`config.mk`:
```
export PLATFORM = sky130hd
export DESIGN_NAME = exe_stage_pipelined
export DESIGN_NICKNAME = d
export VERILOG_FILES = /design/src/rtl/exe_stage_pipelined.sv
export SDC_FILE = /design/constraint.sdc
export NUM_CORES = 1
export LEC_CHECK = 0
export CAP_MARGIN = 20
export CORE_ASPECT_RATIO = 0.7
export CORE_UTILIZATION = 60
export DETAILED_ROUTE_END_ITERATION = 8
export PLACE_DENSITY = 0.85
export SYNTH_ARGS = -nofsm -noshare
export SYNTH_HDL_FRONTEND = slang
export SYNTH_SLANG_ARGS = --single-unit
```
`constraint.sdc`:
```
create_clock -name clk -period 22.6 [get_ports clk]
set_input_delay 3.39 -clock clk [delete_from_list [all_inputs] [get_ports clk]]
set_output_delay 3.39 -clock clk [all_outputs]
set_load 0.05 [all_outputs]
```
`src/rtl/exe_stage_pipelined.sv`:
```
// Execute stage with ALU, branch-target adder, iterative multiplier and a
// registered EXE/MEM output stage behind a valid/ready handshake.
module exe_stage_pipelined #(
    parameter int unsigned WORD_WIDTH         = 32,
    parameter int unsigned SIGNED_IMM_WIDTH   = 24,
    parameter int unsigned REG_FILE_DEPTH     = 4,
    parameter int unsigned MUL_BITS_PER_CYCLE = 4
) (
    input  logic                        clk,
    input  logic                        rst,
    input  logic                        flush,
    input  logic                        in_valid,
    output logic                        in_ready,
    input  logic [3:0]                  EX_command,
    input  logic                        mem_read_in,
    input  logic                        mem_write_in,
    input  logic                        WB_en_in,
    input  logic                        B_in,
    input  logic [3:0]                  SR_in,
    input  logic [SIGNED_IMM_WIDTH-1:0] signed_immediate,
    input  logic [REG_FILE_DEPTH-1:0]   dst_in,
    input  logic [WORD_WIDTH-1:0]       pc_in,
    input  logic [WORD_WIDTH-1:0]       val_Rn_in,
    input  logic [WORD_WIDTH-1:0]       val2_in,
    input  logic [WORD_WIDTH-1:0]       val_Rm_in,
    output logic                        out_valid,
    input  logic                        out_ready,
    output logic                        mem_read_out,
    output logic                        mem_write_out,
    output logic                        WB_en_out,
    output logic                        B_out,
    output logic [3:0]                  SR_out,
    output logic [REG_FILE_DEPTH-1:0]   dst_out,
    output logic [WORD_WIDTH-1:0]       ALU_res,
    output logic [WORD_WIDTH-1:0]       val_Rm_out,
    output logic [WORD_WIDTH-1:0]       branch_address,
    output logic                        busy
);

    localparam int unsigned MSB       = WORD_WIDTH - 1;
    localparam int unsigned MUL_STEPS = WORD_WIDTH / MUL_BITS_PER_CYCLE;
    localparam int unsigned CNT_W     = $clog2(MUL_STEPS + 1);

    localparam logic [3:0] OP_MOV = 4'b0001;
    localparam logic [3:0] OP_ADD = 4'b0010;
    localparam logic [3:0] OP_ADC = 4'b0011;
    localparam logic [3:0] OP_SUB = 4'b0100;
    localparam logic [3:0] OP_SBC = 4'b0101;
    localparam logic [3:0] OP_AND = 4'b0110;
    localparam logic [3:0] OP_ORR = 4'b0111;
    localparam logic [3:0] OP_EOR = 4'b1000;
    localparam logic [3:0] OP_MVN = 4'b1001;
    localparam logic [3:0] OP_MUL = 4'b1010;

    typedef enum logic [1:0] {IDLE, MUL_BUSY, MUL_DONE} state_t;

    // Fields of a multiply held while it iterates
    typedef struct packed {
        logic                      mem_read;
        logic                      mem_write;
        logic                      wb_en;
        logic                      b;
        logic [1:0]                cv;
        logic [REG_FILE_DEPTH-1:0] dst;
        logic [WORD_WIDTH-1:0]     val_rm;
        logic [WORD_WIDTH-1:0]     branch_address;
    } pend_t;

    state_t                state;
    pend_t                 pend;
    logic [CNT_W-1:0]      mul_cnt;
    logic [WORD_WIDTH-1:0] mul_acc;
    logic [WORD_WIDTH-1:0] mul_mcand;
    logic [WORD_WIDTH-1:0] mul_mplier;
    logic [WORD_WIDTH-1:0] mul_step;

    logic                  accept;
    logic                  is_mul;
    logic [WORD_WIDTH-1:0] branch_c;
    logic [WORD_WIDTH-1:0] alu_res_c;
    logic [3:0]            alu_sr_c;
    logic [WORD_WIDTH-1:0] op_b;
    logic [WORD_WIDTH:0]   add_full;
    logic                  cin;
    logic                  arith;
    logic                  logical;

    assign in_ready = (state == IDLE) && (!out_valid || out_ready) && !flush;
    assign busy     = (state == MUL_BUSY);
    assign accept   = in_valid && in_ready;
    assign is_mul   = (EX_command == OP_MUL);
    assign branch_c = pc_in + WORD_WIDTH'($signed(signed_immediate));

    // Single-cycle ALU and NZCV generation; subtraction is Rn + ~val2 + cin
    always_comb begin
        alu_res_c = '0;
        alu_sr_c  = SR_in;
        op_b      = val2_in;
        cin       = 1'b0;
        arith     = 1'b0;
        logical   = 1'b0;
        add_full  = '0;
        case (EX_command)
            OP_MOV: begin alu_res_c = val2_in;            logical = 1'b1; end
            OP_MVN: begin alu_res_c = ~val2_in;           logical = 1'b1; end
            OP_AND: begin alu_res_c = val_Rn_in & val2_in; logical = 1'b1; end
            OP_ORR: begin alu_res_c = val_Rn_in | val2_in; logical = 1'b1; end
            OP_EOR: begin alu_res_c = val_Rn_in ^ val2_in; logical = 1'b1; end
            OP_ADD: arith = 1'b1;
            OP_ADC: begin arith = 1'b1; cin = SR_in[1]; end
            OP_SUB: begin arith = 1'b1; op_b = ~val2_in; cin = 1'b1; end
            OP_SBC: begin arith = 1'b1; op_b = ~val2_in; cin = SR_in[1]; end
            default: ;
        endcase
        if (arith) begin
            add_full  = {1'b0, val_Rn_in} + {1'b0, op_b} + (WORD_WIDTH + 1)'(cin);
            alu_res_c = add_full[MSB:0];
            alu_sr_c  = {alu_res_c[MSB], alu_res_c == '0, add_full[WORD_WIDTH],
                         (val_Rn_in[MSB] == op_b[MSB]) && (alu_res_c[MSB] != val_Rn_in[MSB])};
        end else if (logical) begin
            alu_sr_c = {alu_res_c[MSB], alu_res_c == '0, SR_in[1:0]};
        end
    end

    // One multiplier digit per cycle, LSB first
    always_comb begin
        mul_step = mul_acc;
        for (int j = 0; j < int'(MUL_BITS_PER_CYCLE); j++) begin
            if (mul_mplier[j]) mul_step = mul_step + (mul_mcand << j);
        end
    end

    always_ff @(posedge clk or negedge rst) begin
        if (!rst) begin
            state          <= IDLE;
            pend           <= '0;
            mul_cnt        <= '0;
            mul_acc        <= '0;
            mul_mcand      <= '0;
            mul_mplier     <= '0;
            out_valid      <= 1'b0;
            mem_read_out   <= 1'b0;
            mem_write_out  <= 1'b0;
            WB_en_out      <= 1'b0;
            B_out          <= 1'b0;
            SR_out         <= '0;
            dst_out        <= '0;
            ALU_res        <= '0;
            val_Rm_out     <= '0;
            branch_address <= '0;
        end else if (flush) begin
            state     <= IDLE;
            out_valid <= 1'b0;
            mul_cnt   <= '0;
        end else begin
            if (out_ready) out_valid <= 1'b0;
            case (state)
                IDLE: begin
                    if (accept && is_mul) begin
                        pend       <= '{mem_read: mem_read_in, mem_write: mem_write_in,
                                        wb_en: WB_en_in, b: B_in, cv: SR_in[1:0],
                                        dst: dst_in, val_rm: val_Rm_in,
                                        branch_address: branch_c};
                        mul_acc    <= '0;
                        mul_mcand  <= val_Rn_in;
                        mul_mplier <= val2_in;
                        mul_cnt    <= CNT_W'(MUL_STEPS);
                        state      <= MUL_BUSY;
                    end else if (accept) begin
                        out_valid      <= 1'b1;
                        ALU_res        <= alu_res_c;
                        SR_out         <= alu_sr_c;
                        dst_out        <= dst_in;
                        mem_read_out   <= mem_read_in;
                        mem_write_out  <= mem_write_in;
                        WB_en_out      <= WB_en_in;
                        B_out          <= B_in;
                        val_Rm_out     <= val_Rm_in;
                        branch_address <= branch_c;
                    end
                end
                MUL_BUSY: begin
                    mul_acc    <= mul_step;
                    mul_mcand  <= mul_mcand << MUL_BITS_PER_CYCLE;
                    mul_mplier <= mul_mplier >> MUL_BITS_PER_CYCLE;
                    mul_cnt    <= mul_cnt - CNT_W'(1);
                    if (mul_cnt == CNT_W'(1)) state <= MUL_DONE;
                end
                MUL_DONE: begin
                    if (!out_valid || out_ready) begin
                        out_valid      <= 1'b1;
                        ALU_res        <= mul_acc;
                        SR_out         <= {mul_acc[MSB], mul_acc == '0, pend.cv};
                        dst_out        <= pend.dst;
                        mem_read_out   <= pend.mem_read;
                        mem_write_out  <= pend.mem_write;
                        WB_en_out      <= pend.wb_en;
                        B_out          <= pend.b;
                        val_Rm_out     <= pend.val_rm;
                        branch_address <= pend.branch_address;
                        state          <= IDLE;
                    end
                end
                default: state <= IDLE;
            endcase
        end
    end

endmodule

```
Word-level counts from Yosys, hierarchy flattened
Cells that the tools add are included.
{ "word_totals": {"reg_bits": 285, "inputBits": 173, "output_inout_bits": 111, "word_cells": 150} }
{ "classes": {"n_addsub": 8, "eq_ne": 22, "n_mux": 68, "bitwise": 5, "reduce_logical": 24} }
{ "ops": {"columns": ["operator", "n"], "rows": [
  ["$mux 32", 18],
  ["$pmux 32 s2", 6],
  ["$add 32x32->32", 5],
  ["$pmux 32 s5", 1],
  ["$logic_not 32->1", 3],
  ["$mux 4", 10],
  ["$add 32x32->33", 1],
  ["$add 33x1->33", 1],
  ["$and 32x32->32", 1],
  ["$not 32->32", 1],
  ["$or 32x32->32", 1],
  ["$xor 32x32->32", 1],
  ["$pmux 4 s2", 3],
  ["$mux 1", 19],
  ["$eq 4x3->1 const B", 4],
  ["$eq 4x4->1 const B", 3],
  ["$pmux 1 s2", 6],
  ["$reduce_and 3->1", 3],
  ["$eq 4x1->1 const B", 2],
  ["$eq 4x2->1 const B", 2],
  ["$mux 2", 4],
  ["$ne 2x2->1 const B", 3],
  ["$ne 3x2->1 const B", 2],
  ["$pmux 2 s3", 1],
  ["other kinds (19)", 26]
]} }

Depth between registers and ports, before layout
{ "logic_depth": {"word_depth": 11, "depth_mapped": 42, "mapped_depth_nobuf": 41} }

Worst setup path after synthesis
No wires, ideal clock.
{ "synth_timing": {"kind": "input -> register", "from": "in EX_command[1]", "to": "reg SR_out[2]", "setup_time_ns": 0.092, "arrival_time_ns": 8.491, "required_ns": 22.508, "slack_ns": 14.017, "cell_stages": 19, "path_buffers": 3, "cell_sequence": "clkbuf_1 nor3b_1 clkbuf_1 buf_1 xnor2_1 fa_1 fa_1 nand2b_1 a21boi_1 o21a_1 nor2_1 or4b_1 or3_1 or4_1 nor4_1 nand4_1 or4_1 or4b_1 o31ai_2"} }
{ "synth_via": {"elab_chain_cells": 10, "elab_cells_between_ends": 31, "classes_between": "add/sub: 2; eq/ne: 11; mux: 10; reduce/logical: 8"} }
{ "synth_rtl": {"columns": ["item", "line", "source"], "rows": [
  ["start, declared", "14", "input logic [3:0] EX_command,"],
  ["$eq 4x3->1", "103", "case (EX_command)"],
  ["$reduce_or 2->1 (no source line)", null, null],
  ["$mux 32", null, null],
  ["$add 32x32->33", "116", "add_full = {1'b0, val_Rn_in} + {1'b0, op_b} + (WORD_WIDTH + 1)'(cin);"],
  ["$add 33x1->33", "116", null],
  ["$logic_not 32->1", "118", "alu_sr_c = {alu_res_c[MSB], alu_res_c == '0, add_full[WORD_WIDTH],"],
  ["$mux 4", "115", "if (arith) begin"],
  ["$mux 4", "169", "end else if (accept) begin"],
  ["$mux 4", "159", "if (accept && is_mul) begin"],
  ["$pmux 4 s2", "157", "case (state)"],
  ["end signal, assigned", "172", "SR_out <= alu_sr_c;"],
  ["end signal, assigned", "193", "SR_out <= {mul_acc[MSB], mul_acc == '0, pend.cv};"],
  ["end, declared", "32", "output logic [3:0] SR_out,"]
]} }
Several ways; a longest one is shown, not always the timed one. The select of a mux whose other input is x is not followed.
A chain may end at the register's enable or synchronous reset.

Worst setup path after layout
{ "layout_timing": {"from": "reg mul_mcand[0]", "to": "reg mul_acc[31]"} }
{ "layout_via": {"elab_chain_cells": 9} }
{ "layout_rtl": {"columns": ["item", "line", "source"], "rows": [
  ["start, declared", "73", "logic [WORD_WIDTH-1:0] mul_mcand;"],
  ["start signal, assigned", "165", "mul_mcand <= val_Rn_in;"],
  ["start signal, assigned", "184", "mul_mcand <= mul_mcand << MUL_BITS_PER_CYCLE;"],
  ["$add 32x32->32", "129", "if (mul_mplier[j]) mul_step = mul_step + (mul_mcand << j);"],
  ["$mux 32", "129", null],
  ["$add 32x32->32", "129", null],
  ["$mux 32", "129", null],
  ["$add 32x32->32", "129", null],
  ["$mux 32", "129", null],
  ["$add 32x32->32", "129", null],
  ["$mux 32 *", "129", null],
  ["$pmux 32 s2 *", "157", null],
  ["end signal, assigned", "183", "mul_acc <= mul_step;"],
  ["end, declared", "72", "logic [WORD_WIDTH-1:0] mul_acc;"]
]} }
Mark *: on every way between the ends. The rest lies on a longest branch, timed or not.

==> flow_summary.json <==
{
  "max_cap_violations": 0,
  "comb_power_share_pct": 75.4,
  "via_count_of_the_first_global_routing_pass": 24300,
  "antenna_violating_nets_post_route": 0,
  "design.portCount": 284,
  "net_switching_mw": 2.74,
  "number_of_buffers_inserted_for_hold_repair_after_clock_tree_synthesis": 0,
  "hold_path.startpoint": "pend[9]",
  "numPortBuffers": 283,
  "worst_setup_path_end_kind": "flip-flop",
  "report.final.hold_viol_count": 0,
  "synthXorXnorAreaFrac_pct": 6.61,
  "die_height_um": 172,
  "synth.yosys.warnings": 0,
  "die_area_sq_mm": 0.0422,
  "worstSetupPathType": "reg -> reg",
  "cp_slowest_cell": "sky130_fd_sc_hd__o311ai_0",
  "dominantRegCellSynth": "sky130_fd_sc_hd__dfrtp_1",
  "grt.total_usage_pct": 41.0,
  "cts-buffers-inserted": 28,
  "clock.fmax_mhz": 96.1,
  "postSynthNetCount": 3647,
  "worstMarginPinSlew_ns": 1.18,
  "area.growth.synth_to_final_pct": 17.0,
  "power_report.internal_total_mw": 2.66,
  "post_synth_edffs": 0,
  "route.detailed.vias_per_inst": 6.52,
  "slew_headroom_pct": 21.4,
  "worst_path_largest_cell_delay_ns": 0.87,
  "grt_start_max_net_pins": 100,
  "synth_async_sr_flop_share_pct": 100,
  "critical-path-top-cell-by-count": "sky130_fd_sc_hd__xnor2_1",
  "sw_frac_of_total_pct": 50.8,
  "required_ns": 23.05,
  "result_of_the_run": "complete, no violations",
  "ys_ff_latch": 285,
  "initial_utilization_pct": 61.8,
  "avgSynthCellArea_sq_um": 7.72,
  "report.power.total_mw": 5.40,
  "startpoint_of_the_worst_register_to_register_path": "mul_mcand[0]",
  "maximum_vdd_drop_mv": 0.202,
  "timing.critical_path.fanout_max": 6,
  "yosys.area_share.adder_pct": 13.2,
  "cts_max_path_buffers": 3,
  "p_leak_nw": 13.3,
  "cts_htree_levels": 1,
  "worst_hold_path_type": "reg -> reg",
  "floorplan.rows": 61,
  "cts_sinks": 285,
  "netlist_instances": 3217,
  "overflow": 0,
  "globalplace.congestion": 1.01,
  "worst_skew_pair.late_latency_ns": 0.58,
  "final-setup-viol-count": 0,
  "vias_after_detailed_routing": 25800,
  "p_clk_share_pct": 10.0,
  "arrival_ns": 10.86,
  "post_detail_place_hpwl_mm": 65.8,
  "tritoncts": "done",
  "design.final.nets": 3826,
  "place_worst_setup_slack_ns": 12.61,
  "post-route-period-util_pct": 46.1,
  "synth.yosys.seq_area_share_pct": 28.7,
  "layout_min_cycle_time_ns": 10.41,
  "setup.worst_path.start_class": "flip-flop",
  "grt_setup_unrepaired": "no",
  "area_of_the_mapped_netlist_sq_mm": 0.0248,
  "final_core_util_pct": 72.3,
  "final_max_slew_viol_count": 0,
  "initialDrtViolationCount": 3120,
  "drt-wirelength-per-cell_um": 22.3,
  "pwr_density_cell_mw_per_mm2": 186,
  "final_setup_margin_ns": 12.19,
  "final-instance-count-excl-fill": 3956,
  "design.core.area_sq_mm": 0.0402,
  "largest_family_of_logic_cells_by_synthesized_area": "compound AO/OA/AOI/OAI gates",
  "mostFrequentLayoutCell": "sky130_fd_sc_hd__nand2_1",
  "root_buffer": "sky130_fd_sc_hd__clkbuf_16",
  "synth_compound_area_share_pct": 23.0,
  "share_of_post_route_cells_with_drive_strength_above_1_pct": 4.86,
  "final.setup.tns_ns": 0,
  "synth.distinct_cells": 80,
  "crit_path_start": "mul_mcand[0]",
  "yosys-mux-area-fraction_pct": 2.77,
  "number_of_antenna_violations_at_the_first_check_in_global_routing": 4,
  "dpl.cell_count": 3899,
  "grt_first_pass_wirelength_mm": 136,
  "power.share.sequential_pct": 14.6,
  "die_w_um": 245,
  "synth_simple_gate_area_share_pct": 21.2,
  "post_cts_resized": 0,
  "first_pass_iters": 6,
  "cts.clk_slew.worst_paths_ns": 0.07,
  "layout_common_cells": "sky130_fd_sc_hd__nand2_1 (663), sky130_fd_sc_hd__dfrtp_1 (285), sky130_fd_sc_hd__nor2_1 (282), sky130_fd_sc_hd__clkdlybuf4s50_1 (282), sky130_fd_sc_hd__ha_1 (250)",
  "drc": 0,
  "totalWireLength_mm": 88.1,
  "cts_setup_buffers": 0,
  "fin_clk_skew_ns": 0.0188
}
cell usage after synthesis (51+ instances only):
library cell / count / area (sq um)
sky130_fd_sc_hd__a21o_1: 61 / 458
sky130_fd_sc_hd__a21oi_1: 192 / 961
sky130_fd_sc_hd__a31oi_1: 129 / 807
sky130_fd_sc_hd__clkbuf_1: 145 / 544
sky130_fd_sc_hd__dfrtp_1: 285 / 7130
sky130_fd_sc_hd__ha_1: 250 / 3130
sky130_fd_sc_hd__inv_1: 138 / 518
sky130_fd_sc_hd__nand2_1: 663 / 2490
sky130_fd_sc_hd__nor2_1: 283 / 1060
sky130_fd_sc_hd__o21ai_0: 194 / 971
sky130_fd_sc_hd__xnor2_1: 134 / 1170
sky130_fd_sc_hd__xor2_1: 51 / 447
area by class of cell:
type / count / area, sq um
clock inverter: 19 / 293
timing repair buffer: 315 / 3070
tap: 535 / 669
clock buffer: 33 / 751
fill: 3061 / 11200
sequential: 285 / 7130
inverter: 138 / 518
antenna: 3 / 7.51
multi-input combinational: 2628 / 16600
cells by family (layout without fill, tap and decap cells):
logic type / after synthesis / in the layout
other: 0 / 3
adder cells (fa/ha/maj): 257 / 257
AO/OA/AOI/OAI: 897 / 897
AND/OR/NAND/NOR: 1225 / 1225
XOR/XNOR: 186 / 186
multiplexers: 63 / 63
flip-flops: 285 / 285
buffers and inverters: 304 / 505
path summary, 6_finish.rpt:
path | slack, ns | to | cells after the start
max in group asynchronous | 16.64 | pend[48] | 4
setup reg to reg | 12.19 | mul_acc[31] | 38
hold reg to reg | 0.47 | pend[9] | 2
hold / removal | 0.47 | pend[9] | 2
setup / recovery | 12.19 | mul_acc[31] | 38
min in group asynchronous | 2.84 | mul_acc[31] | 1
worst max-delay path: cells and delay by family, from the launching register on:
kind	cells	cell delay (ns)
AOI/OAI and AO/OA	20	6.14
adders and majority gates	5	1.69
and+or+nand+nor	5	0.68
xor gates and xnor gates	5	0.65
muxes	2	0.60
DFF	1	0.46
buffers and inverters	1	0.06
power by group through the flow:
stage	clock network (mW)	logic, mW	registers [mW]
finish	0.540	4.07	0.788
global route	0.560	4.45	0.800
CTS	0.541	3.96	0.782
detailed placement	0	3.93	0.789
global placement	0	3.83	0.782
floorplan	0	2.91	0.877
routing by layer:
layer	up-vias	wire length, um	track usage, %	share of wire [%]
met5	-	26	0	0.030
met4	2	3040	13.2	3.4
met3	234	10300	9.90	12
met2	1505	36900	60.9	42
met1	12300	37800	58.4	43
li1	11700	-	-	-
through the flow:
| stage | area (sq um) | hold WS, ns |
|---|---|---|
| floorplan | 24800 | 0.437 |
| global placement | 28000 | 0.452 |
| detailed placement | 28000 | 0.462 |
| CTS | 29000 | 0.478 |
| global route | 29100 | 0.490 |
| finish | 29100 | 0.475 |
state kept, by name (all words and copies together) (netlist names), 4 cells and up:
name	flops
mul_mplier	32
mul_cnt	4
val_Rm_out	32
mul_mcand	32
mul_acc	32
dst_out	4
ALU_res	32
pend	74
branch_address	32
SR_out	4
(Power assumes the default switching activity.)
